**src/rtl/fifo_prog.sv**
```systemverilog
// ---------------------------------------------------------------------------
// fifo_prog -- parametrised synchronous FIFO with programmable thresholds
//
// A single-clock FIFO for transaction-layer traffic. Pointers carry one extra
// wrap bit above the address so that "full" and "empty" are told apart
// exactly, without a separate occupancy counter. Almost-empty and almost-full
// thresholds are plain inputs and are compared combinationally, so they can
// be retuned at run time with no pipeline effect.
//
// The read port is registered. A popped word appears on data_out one cycle
// after the accepted rd_en, and data_valid strobes for that one cycle. There
// is no fall-through path: a word pushed into an empty FIFO becomes poppable
// on the following cycle.
//
// Overflow and underflow are sticky. They set on a rejected push or pop and
// clear on err_clr. A new error in the same cycle as err_clr keeps the flag
// set.
//
// Parameters
//   DATA_WIDTH  bits per stored word
//   FIFO_DEPTH  number of entries (power of 2, >= 2)
//   PTR_SIZE    address bits; the pointers are PTR_SIZE+1 bits wide
//   CNT_SIZE    width of count and of the threshold inputs
//
// Ports
//   clk                in   rising-edge clock
//   reset_L            in   asynchronous active-low reset
//   data_in            in   write data
//   wr_en              in   push request
//   rd_en              in   pop request
//   ae_th              in   almost-empty threshold (0 disables the flag)
//   af_th              in   almost-full threshold (> FIFO_DEPTH-1 disables)
//   err_clr            in   clears both sticky error flags
//   data_out           out  registered read data; holds between pops
//   data_valid         out  one-cycle strobe: data_out carries a new word
//   count              out  occupancy, 0..FIFO_DEPTH
//   empty_flag         out  count == 0
//   full_flag          out  count == FIFO_DEPTH
//   almost_empty_flag  out  0 < count <= ae_th
//   almost_full_flag   out  af_th <= count < FIFO_DEPTH
//   overflow_flag      out  sticky: a push was rejected
//   underflow_flag     out  sticky: a pop was rejected
// ---------------------------------------------------------------------------
module fifo_prog #(
  parameter int DATA_WIDTH = 10,
  parameter int FIFO_DEPTH = 8,
  parameter int PTR_SIZE   = $clog2(FIFO_DEPTH),
  parameter int CNT_SIZE   = PTR_SIZE + 1
) (
  input  logic                  clk,
  input  logic                  reset_L,
  input  logic [DATA_WIDTH-1:0] data_in,
  input  logic                  wr_en,
  input  logic                  rd_en,
  input  logic [CNT_SIZE-1:0]   ae_th,
  input  logic [CNT_SIZE-1:0]   af_th,
  input  logic                  err_clr,
  output logic [DATA_WIDTH-1:0] data_out,
  output logic                  data_valid,
  output logic [CNT_SIZE-1:0]   count,
  output logic                  empty_flag,
  output logic                  full_flag,
  output logic                  almost_empty_flag,
  output logic                  almost_full_flag,
  output logic                  overflow_flag,
  output logic                  underflow_flag
);

  // Depth expressed in the occupancy width, so every comparison against
  // count is between operands of equal width.
  localparam logic [CNT_SIZE-1:0] DEPTH_CNT = CNT_SIZE'(FIFO_DEPTH);
  localparam logic [PTR_SIZE:0]   PTR_ONE   = (PTR_SIZE+1)'(1);

  // -------------------------------------------------------------------------
  // Storage and pointers
  // -------------------------------------------------------------------------
  logic [DATA_WIDTH-1:0] mem [FIFO_DEPTH];

  logic [PTR_SIZE:0]   wr_ptr;
  logic [PTR_SIZE:0]   rd_ptr;
  logic [PTR_SIZE-1:0] wr_addr;
  logic [PTR_SIZE-1:0] rd_addr;

  logic pop_ok;
  logic push_ok;

  // The low bits address the array. The top bit flips on each pass through
  // the array, so equal addresses with different wrap bits mean "full".
  assign wr_addr = wr_ptr[PTR_SIZE-1:0];
  assign rd_addr = rd_ptr[PTR_SIZE-1:0];

  // -------------------------------------------------------------------------
  // Status decode -- purely combinational from the registered pointers.
  // -------------------------------------------------------------------------
  // NOTE: every output of an always_comb gets a default before any
  // conditional logic. A path that leaves a signal unassigned infers a latch.
  always_comb begin
    count             = '0;
    empty_flag        = 1'b0;
    full_flag         = 1'b0;
    almost_empty_flag = 1'b0;
    almost_full_flag  = 1'b0;

    // Pointer difference modulo 2^CNT_SIZE. The wrap bit makes this
    // unambiguous for every occupancy from 0 to FIFO_DEPTH.
    count      = CNT_SIZE'(wr_ptr - rd_ptr);
    empty_flag = (count == '0);
    full_flag  = (count == DEPTH_CNT);

    // ae_th == 0 can never satisfy "0 < count <= ae_th", so zero disables it.
    almost_empty_flag = (count != '0) && (count <= ae_th);

    // A threshold above FIFO_DEPTH-1 can never satisfy "af_th <= count <
    // FIFO_DEPTH", so a large value disables the flag.
    almost_full_flag  = (count >= af_th) && (count < DEPTH_CNT);
  end

  // A pop needs data in the FIFO. A push needs room. When the FIFO is full,
  // a pop accepted in the same cycle frees a slot, so both proceed and the
  // occupancy does not change. On an empty FIFO the pop is rejected while the
  // push goes in, which is the no-fall-through behaviour.
  assign pop_ok  = rd_en && !empty_flag;
  assign push_ok = wr_en && (!full_flag || pop_ok);

  // -------------------------------------------------------------------------
  // Pointer registers
  // -------------------------------------------------------------------------
  // NOTE: clocked state uses non-blocking assignments only. Every register
  // then samples pre-edge values, whatever the order of the always blocks.
  always_ff @(posedge clk or negedge reset_L) begin
    if (!reset_L) begin
      wr_ptr <= '0;
      rd_ptr <= '0;
    end else begin
      if (push_ok) wr_ptr <= wr_ptr + PTR_ONE;
      if (pop_ok)  rd_ptr <= rd_ptr + PTR_ONE;
    end
  end

  // -------------------------------------------------------------------------
  // Memory write
  // -------------------------------------------------------------------------
  // NOTE: the array has no reset. After reset the pointers say "empty", so
  // old contents are unreachable. A reset would also stop the array from
  // mapping onto RAM.
  always_ff @(posedge clk) begin
    if (push_ok) mem[wr_addr] <= data_in;
  end

  // -------------------------------------------------------------------------
  // Registered read port
  // -------------------------------------------------------------------------
  // data_out keeps the last popped word when nothing is popped. data_valid
  // marks only the cycle in which a fresh word appears. Because the reset is
  // asynchronous, a pop in flight is dropped as soon as reset_L falls.
  always_ff @(posedge clk or negedge reset_L) begin
    if (!reset_L) begin
      data_out   <= '0;
      data_valid <= 1'b0;
    end else if (pop_ok) begin
      data_out   <= mem[rd_addr];
      data_valid <= 1'b1;
    end else begin
      data_valid <= 1'b0;
    end
  end

  // -------------------------------------------------------------------------
  // Sticky error flags
  // -------------------------------------------------------------------------
  // The set condition is checked before the clear, so an error in the same
  // cycle as err_clr wins and the flag stays set.
  always_ff @(posedge clk or negedge reset_L) begin
    if (!reset_L) begin
      overflow_flag  <= 1'b0;
      underflow_flag <= 1'b0;
    end else begin
      if (wr_en && !push_ok)    overflow_flag <= 1'b1;
      else if (err_clr)         overflow_flag <= 1'b0;

      if (rd_en && empty_flag)  underflow_flag <= 1'b1;
      else if (err_clr)         underflow_flag <= 1'b0;
    end
  end

endmodule
```
**config.mk**
```make
export PLATFORM = sky130hd
export DESIGN_NAME = fifo_prog
export DESIGN_NICKNAME = d
export VERILOG_FILES = /design/src/rtl/fifo_prog.sv
export SDC_FILE = /design/constraint.sdc
export NUM_CORES = 1
export LEC_CHECK = 0
export ABC_CLOCK_PERIOD_IN_PS = 4100
export CORE_MARGIN = 2
export CORE_UTILIZATION = 35
export CTS_BUF_LIST = sky130_fd_sc_hd__clkbuf_2 sky130_fd_sc_hd__clkbuf_4 sky130_fd_sc_hd__clkbuf_8
export DETAILED_ROUTE_END_ITERATION = 10
export GPL_ROUTABILITY_DRIVEN = 0
export PLACE_DENSITY = 0.59
export SLEW_MARGIN = 15
export SYNTH_ARGS = -nofsm -noshare
export SYNTH_HDL_FRONTEND = slang
export SYNTH_SLANG_ARGS = --single-unit
```
**constraint.sdc**
```tcl
create_clock -name clk -period 4.1 [get_ports clk]
set_input_delay 0.82 -clock clk [delete_from_list [all_inputs] [get_ports clk]]
set_output_delay 0.82 -clock clk [all_outputs]
set_load 0.01 [all_outputs]
```
==> impl_metrics.csv, run 1 <==
group,metric,value,unit
floorplan,core-area,11900,sq um
finish,nets,334,
detailed_routing,number_of_nets_still_failing_antenna_checks_after_routing,0,
synthesis,synth.ff_latch_count,101,
worst_setup_path,path_max_fanout,7,
place,postPlaceCellArea,4890,sq um
floorplan,start_util,35.6,%
synthesis,syn_inst_count,242,
sta,period_minus_slack,3.84,ns
detailed_routing,drt_iter0_markers,164,
floorplan,io-pin-count,44,
worst_setup_path,setup_crit_start_kind,"flip-flop",
clock_tree,cts_hold_repair.buffers,0,
clock_tree,clk_latency,0.36,ns
synthesis,synthArstFlopShare,20.8,%
worst_setup_path,worst_r2r_path_depth,9,
finish,util_after_layout,43.0,%
run_status,status,"completed",
clock_tree,clock_sink_count,101,
worst_setup_path,worst_ep_arrival_time,3.02,ns
finish,layout-drive-gt1-share,19.1,%
clock_tree,htree_num_levels,3,
sta,finalCritPeriodShare,93.6,%
place,post-dp-hpwl,4.93,mm
power,total_leakage_power,1.84,nW
finish,layout.cell_area.non_filler,5110,sq um
global_route,global_route.peak_usage_layer,"met2",
hold_path,holdCritPathClass,"flip-flop to flip-flop",
worst_setup_path,cp_data_required_time,3.28,ns
hold_path,hold_path_depth,2,
finish,antennaDiodeCount,0,
sta,fin_worst_hold_slack,0.487,ns
sta,maxSlewHeadroom,28.8,%
floorplan,core.rowCount,40,
synthesis,net_count_after_synthesis,277,
sta,totalNegativeSetupSlack,0,ns
clock_tree,clk_pin_slew_worst_paths,0.10,ns
floorplan,die_y,114,um
place,placedCellCount,435,
global_route,grt_use_met3,4.04,%
run,cap_violations,0,
worst_setup_path,critical_path.endpoint_type,"output port",
synthesis,leading_register_cell_type_out_of_synthesis,"sky130_fd_sc_hd__edfxtp_1",
clock_tree,cts_tree,"yes",
sta,grt_setup_unrepaired,"no",
sta,timing_worst_slew_pin_value,1.06,ns
finish,final-instance-count-excl-fill,451,
detailed_routing,vias_per_cell,4.83,
synthesis,ys.warnings.count,0,
floorplan,die-width,114,um
synthesis,postSynthAreaPerCell,17.4,sq um
synthesis,sequential_area_share_after_synthesis,69.4,%
clock_tree,cts-buffers-inserted,9,
detailed_routing,drt_pre_antenna_iters,4,
global_route,first_global_vias,2264,
global_route,global_route.usage.met1,16.7,%
place,place.port_buffers,43,
global_route,global_route.usage.total,12.8,%
global_route,met2_usage_grt,21.1,%
sta,finalMaxSlewViolations,0,
sta,hold_viol,0,
synthesis,netlist_area,4220,sq um
power,peak_vdd_ir,0.257,mV
synthesis,synth_cell_types,37,
global_route,grt_pass1_wl,12.3,mm
finish,area_delta_synth_final,21.1,%
power,powerDensity,776,nW/um^2
floorplan,die-area,12900,sq um
detailed_routing,drc_errors,0,
global_route,antenna_found_initial,0,
clock_tree,clock_tree.buffer_depth,2,
sta,fmax,0.261,GHz
sta,finalSetupViolCount,0,
global_route,pin_count_of_the_biggest_net_entering_global_routing,24,
sta,clock_skews,0.0114,ns
global_route,grt_overflow,0,
detailed_routing,routed_wirelength,7.68,mm
detailed_routing,routed_wire_length_per_instance,17.0,um
synthesis,synth_enable_flop_cells,80,
detailed_routing,num_vias,2178,
clock_tree,clk_root_buffer_cell,"sky130_fd_sc_hd__clkbuf_8",
worst_setup_path,crit_path_class,"flip-flop to output port",
[worst paths after layout]
check	startpoint	to	slack [ns]
min	data_out[8]	data_out[8]	0.49
max	wr_ptr[0]	full_flag	0.26
max in group asynchronous	reset_L	wr_ptr[0]	2.44
min reg2reg	data_out[8]	data_out[8]	0.49
max reg2reg	wr_ptr[0]	mem[3][2]	0.91
min in group asynchronous	reset_L	underflow_flag	0.99
[power breakdown]
group | total (W) | internal (W) | switching [W]
logic | 0.00186 | 0.000926 | 0.000934
clock network | 0.000642 | 0.000291 | 0.000351
registers | 0.00146 | 0.00135 | 0.000114
total | 0.00396 | 0.00256 | 0.00140
[placed cells by master, fill, tap and decap left out, types with 9 or more instances in the layout]
master / count
sky130_fd_sc_hd__dfrtp_1: 20
sky130_fd_sc_hd__edfxtp_1: 80
sky130_fd_sc_hd__clkbuf_8: 9
sky130_fd_sc_hd__inv_1: 15
sky130_fd_sc_hd__buf_4: 11
sky130_fd_sc_hd__ha_1: 11
sky130_fd_sc_hd__mux4_2: 20
sky130_fd_sc_hd__o21ai_0: 10
sky130_fd_sc_hd__clkdlybuf4s50_1: 42
sky130_fd_sc_hd__nand2_1: 14
sky130_fd_sc_hd__mux2i_1: 10
[metal layers]
metal | part of all wire (%) | routed length, um | vias up
met5 | 0 | 0 | -
met4 | 0.96 | 74 | 0
met3 | 3.7 | 282 | 6
met2 | 49 | 3800 | 38
met1 | 46 | 3530 | 1090
li1 | - | - | 1044
[through the flow]
stage | power (W) | setup slack, ns
6_report | 0.00396 | 0.262
3_3_place_gp | 0.00333 | 0.475
5_1_grt | 0.00422 | 0.149
2_1_floorplan | 0.00263 | 0.526
3_5_place_dp | 0.00337 | 0.358
4_1_cts | 0.00402 | 0.00713
[what timing repair did]
| item | CTS | global route |
|---|---|---|
| gates resized for setup | 1 | 2 |
| buffers inserted | 0 | 0 |
| setup endpoints to repair | 1 | 1 |
[sequential cells by signal (all words and copies together), names as in the netlist]
| name | flops |
|---|---|
| rd_ptr | 4 |
| underflow_flag | 1 |
| mem | 80 |
| data_out | 10 |
| data_valid | 1 |
| wr_ptr | 4 |
| overflow_flag | 1 |
[cell usage after synthesis, types with 3 or more instances]
| master | number | area, sq um |
|---|---|---|
| sky130_fd_sc_hd__clkbuf_1 | 3 | 11.3 |
| sky130_fd_sc_hd__ha_1 | 11 | 138 |
| sky130_fd_sc_hd__dfrtp_1 | 21 | 526 |
| sky130_fd_sc_hd__mux2i_1 | 10 | 100 |
| sky130_fd_sc_hd__xor2_1 | 4 | 35.0 |
| sky130_fd_sc_hd__inv_1 | 15 | 56.3 |
| sky130_fd_sc_hd__nand2b_1 | 3 | 18.8 |
| sky130_fd_sc_hd__edfxtp_1 | 80 | 2400 |
| sky130_fd_sc_hd__a21oi_1 | 4 | 20.0 |
| sky130_fd_sc_hd__mux4_2 | 20 | 450 |
| sky130_fd_sc_hd__nand2_1 | 14 | 52.6 |
| sky130_fd_sc_hd__o21ai_0 | 10 | 50.1 |
| sky130_fd_sc_hd__nor3_1 | 7 | 35.0 |
| sky130_fd_sc_hd__xnor2_1 | 6 | 52.6 |
| sky130_fd_sc_hd__nor2_1 | 8 | 30.0 |
[critical path: stages (launching register included)]
cell                              delay, ns
sky130_fd_sc_hd__dfrtp_2               0.47
sky130_fd_sc_hd__inv_1                 0.13
sky130_fd_sc_hd__ha_1                  0.18
sky130_fd_sc_hd__inv_1                 0.05
sky130_fd_sc_hd__fa_1                  0.42
sky130_fd_sc_hd__xor2_2                0.19
sky130_fd_sc_hd__or3_4                 0.39
sky130_fd_sc_hd__nor3_1                0.24
sky130_fd_sc_hd__clkdlybuf4s50_1       0.59
[final cells by class]
cell class                 instances  area, sq um
fill                            1070         6760
clock inverter                     7         78.8
tap                              147          184
inverter                          15         56.3
sequential                       101         2930
timing repair buffer              54          515
multi-input combinational        118         1220
clock buffer                       9          124
[cells by family after synthesis]
kind of cell	Yosys count	synth area share [%]
buf+inv	23	2.28
flops	101	69.4
mux	32	13.7
xor+xnor	10	2.08
compound gates	23	4.03
fa+ha+maj	12	3.74
simple gates	41	4.78
No activity file was read; power rests on OpenSTA's default activity.
==> run 2, diff against run 1 <==
- CELL_PAD_IN_SITES_DETAIL_PLACEMENT: default -> 0
- CELL_PAD_IN_SITES_GLOBAL_PLACEMENT: default -> 1
- PLACE_DENSITY: 0.59 -> 0.66
==> run 2 against run 1 <==
  * Worst hold slack better by 0.0036 ns
  * Clock power decreased by 0.8%
  * First-iteration DRC count down 34%
  * Register-to-register slack better by 0.06 ns
  * Non-clock buffer count increased by 3
  * Critical path depth unchanged
  * Clock skew up 0.0047 ns
  * Clock-buffer cell count stayed put
  * Die area stayed put
  * Power is essentially flat
  * Global-route usage shrank 0.10 points
  * Sequential power hardly changed
  * Highest routed layer unchanged
==> impl_metrics.csv, run 2 (synthesis gave the netlist of run 1 again) <==
group,metric,value,unit
finish,final_cell_mix,"sky130_fd_sc_hd__edfxtp_1 (80), sky130_fd_sc_hd__clkdlybuf4s50_1 (42), sky130_fd_sc_hd__mux4_2 (20), sky130_fd_sc_hd__dfrtp_1 (20), sky130_fd_sc_hd__inv_1 (15)",
clock_tree,clock_sink_count,101,
place,place.port_buffers,43,
floorplan,die-width,114,um
clock_tree,clk_root_buffer_cell,"sky130_fd_sc_hd__clkbuf_8",
clock_tree,clk_latency,0.37,ns
sta,maxSlewHeadroom,26.1,%
global_route,global_route.usage.total,12.7,%
worst_setup_path,cp_data_required_time,3.28,ns
global_route,global_route.peak_usage_layer,"met2",
sta,timing_worst_slew_pin_value,1.10,ns
global_route,grt_use_met3,3.72,%
global_route,grt_pass1_wl,12.1,mm
finish,largest_reg_flops,80,
run_status,status,"completed",
place,postPlaceCellArea,4900,sq um
detailed_routing,routed_wire_length_per_instance,17.1,um
finish,layout.cell_area.non_filler,5140,sq um
detailed_routing,vias_per_cell,4.87,
power,peak_vdd_ir,0.261,mV
global_route,grt_overflow,0,
finish,area_delta_synth_final,21.8,%
worst_setup_path,slowest_delay,0.59,ns
sta,period_minus_slack,3.73,ns
finish,layout-drive-gt1-share,19.9,%
clock_tree,cts_hold_repair.buffers,0,
sta,clock_skews,0.0161,ns
clock_tree,cts_tree,"yes",
worst_setup_path,path_max_fanout,5,
worst_setup_path,crit_path_class,"flip-flop to output port",
clock_tree,htree_num_levels,3,
global_route,antenna_found_initial,0,
hold_path,holdCritPathClass,"flip-flop to flip-flop",
finish,antennaDiodeCount,0,
finish,leading_cell_type_in_the_layout_fill_and_taps_excluded,"sky130_fd_sc_hd__edfxtp_1",
worst_setup_path,cp_cell_sequence,"inv_1, ha_1, inv_1, fa_2, xor2_2, or3_4, nor3_1, clkdlybuf4s50_1",
sta,fmax,0.268,GHz
global_route,pin_count_of_the_biggest_net_entering_global_routing,24,
worst_setup_path,critPathBufInv,3,
detailed_routing,drt_iter0_markers,108,
finish,nets,337,
detailed_routing,drt_pre_antenna_iters,4,
power,powerDensity,772,nW/um^2
floorplan,die-area,12900,sq um
detailed_routing,routed_wirelength,7.76,mm
clock_tree,cts-buffers-inserted,9,
clock_tree,clk_pin_slew_worst_paths,0.11,ns
finish,register_bank_with_the_most_flops,"mem",
sta,finalMaxSlewViolations,0,
sta,totalNegativeSetupSlack,0,ns
power,total_leakage_power,1.85,nW
global_route,global_route.usage.met1,16.5,%
worst_setup_path,setup_crit_start_kind,"flip-flop",
clock_tree,clock_tree.buffer_depth,2,
worst_setup_path,crit_top_cell,"sky130_fd_sc_hd__inv_1",
floorplan,core-area,11900,sq um
floorplan,io-pin-count,44,
sta,finalCritPeriodShare,91.1,%
worst_setup_path,critical_path.slowest_cell,"sky130_fd_sc_hd__clkdlybuf4s50_1",
finish,largest_registers,"mem: 80 flops, data_out: 10 flops",
floorplan,die_y,114,um
floorplan,start_util,35.6,%
worst_setup_path,cp_top_family,"buffers and inverters",
detailed_routing,drc_errors,0,
run,cap_violations,0,
worst_setup_path,worst_ep_arrival_time,2.91,ns
place,post-dp-hpwl,5.03,mm
sta,hold_viol,0,
worst_setup_path,critical_path.endpoint_type,"output port",
floorplan,core.rowCount,40,
detailed_routing,number_of_nets_still_failing_antenna_checks_after_routing,0,
global_route,met2_usage_grt,21.2,%
global_route,first_global_vias,2233,
finish,util_after_layout,43.3,%
sta,finalSetupViolCount,0,
detailed_routing,num_vias,2210,
sta,grt_setup_unrepaired,"no",
## run 2: cell types whose count changed in the layout (fill, tap and decap cells not counted), sizes merged
cell / delta
buf: +3
bufinv: -1
clkinv: +1
## run 2: path summary, 6_finish.rpt
| kind | startpoint | end | slack, ns | depth (start not counted) |
|---|---|---|---|---|
| max in group asynchronous | reset_L | wr_ptr[0] | 2.42 | 1 |
| min in group asynchronous | reset_L | underflow_flag | 1.00 | 1 |
| max | wr_ptr[0] | full_flag | 0.37 | 8 |
| max reg2reg | wr_ptr[0] | mem[6][6] | 0.97 | 9 |
| min reg2reg | data_out[7] | data_out[7] | 0.49 | 2 |
| min | data_out[7] | data_out[7] | 0.49 | 2 |
## run 2: final cells by class
class	count	area (sq um)
multi-input cells	118	1220
inverters	15	56.3
repair buffers	57	538
flip-flops and latches	101	2930
well taps	147	184
fillers	1083	6730
clock buffers	9	124
clock inverters	7	86.3
## run 2: what timing repair did
item	in CTS	in global routing
endpoints found under the setup margin	0	1
gates resized for setup	0	4
setup buffers	0	2
## run 2: through the flow
step | hold slack [ns] | setup WS (ns) | std cells | power (W)
6_report | 0.490 | 0.366 | 454 | 0.00396
5_1_grt | 0.523 | 0.202 | 454 | 0.00424
4_1_cts | 0.500 | 0.0110 | 452 | 0.00400
3_5_place_dp | 0.475 | 0.422 | 436 | 0.00337
3_3_place_gp | 0.466 | 0.478 | 436 | 0.00334
2_1_floorplan | 0.498 | 0.526 | 242 | 0.00263
## run 2: where the power goes
| group | internal [W] | total (W) | leakage, nW | switching [W] |
|---|---|---|---|---|
| Clock | 0.000249 | 0.000637 | 0.105 | 0.000388 |
| Sequential | 0.00135 | 0.00146 | 0.980 | 0.000111 |
| Combinational | 0.000941 | 0.00187 | 0.767 | 0.000930 |
| Total | 0.00254 | 0.00396 | 1.85 | 0.00143 |
## run 2: metal layers
metal  vias to the layer above  wire (um)
li1                       1051          -
met1                      1115       3490
met2                        40       3930
met3                         4        274
met4                         0         57
met5                         -          0
## run 2: worst register-to-register path, cell delays in order (launching register included)
cell and delay, ns:
sky130_fd_sc_hd__dfrtp_2 0.45, sky130_fd_sc_hd__inv_1 0.11, sky130_fd_sc_hd__ha_1 0.18, sky130_fd_sc_hd__inv_1 0.06, sky130_fd_sc_hd__fa_2 0.37, sky130_fd_sc_hd__xor2_2 0.22, sky130_fd_sc_hd__or3_4 0.21, sky130_fd_sc_hd__o41a_4 0.17
sky130_fd_sc_hd__nand2_1 0.11, sky130_fd_sc_hd__nor2_1 0.88
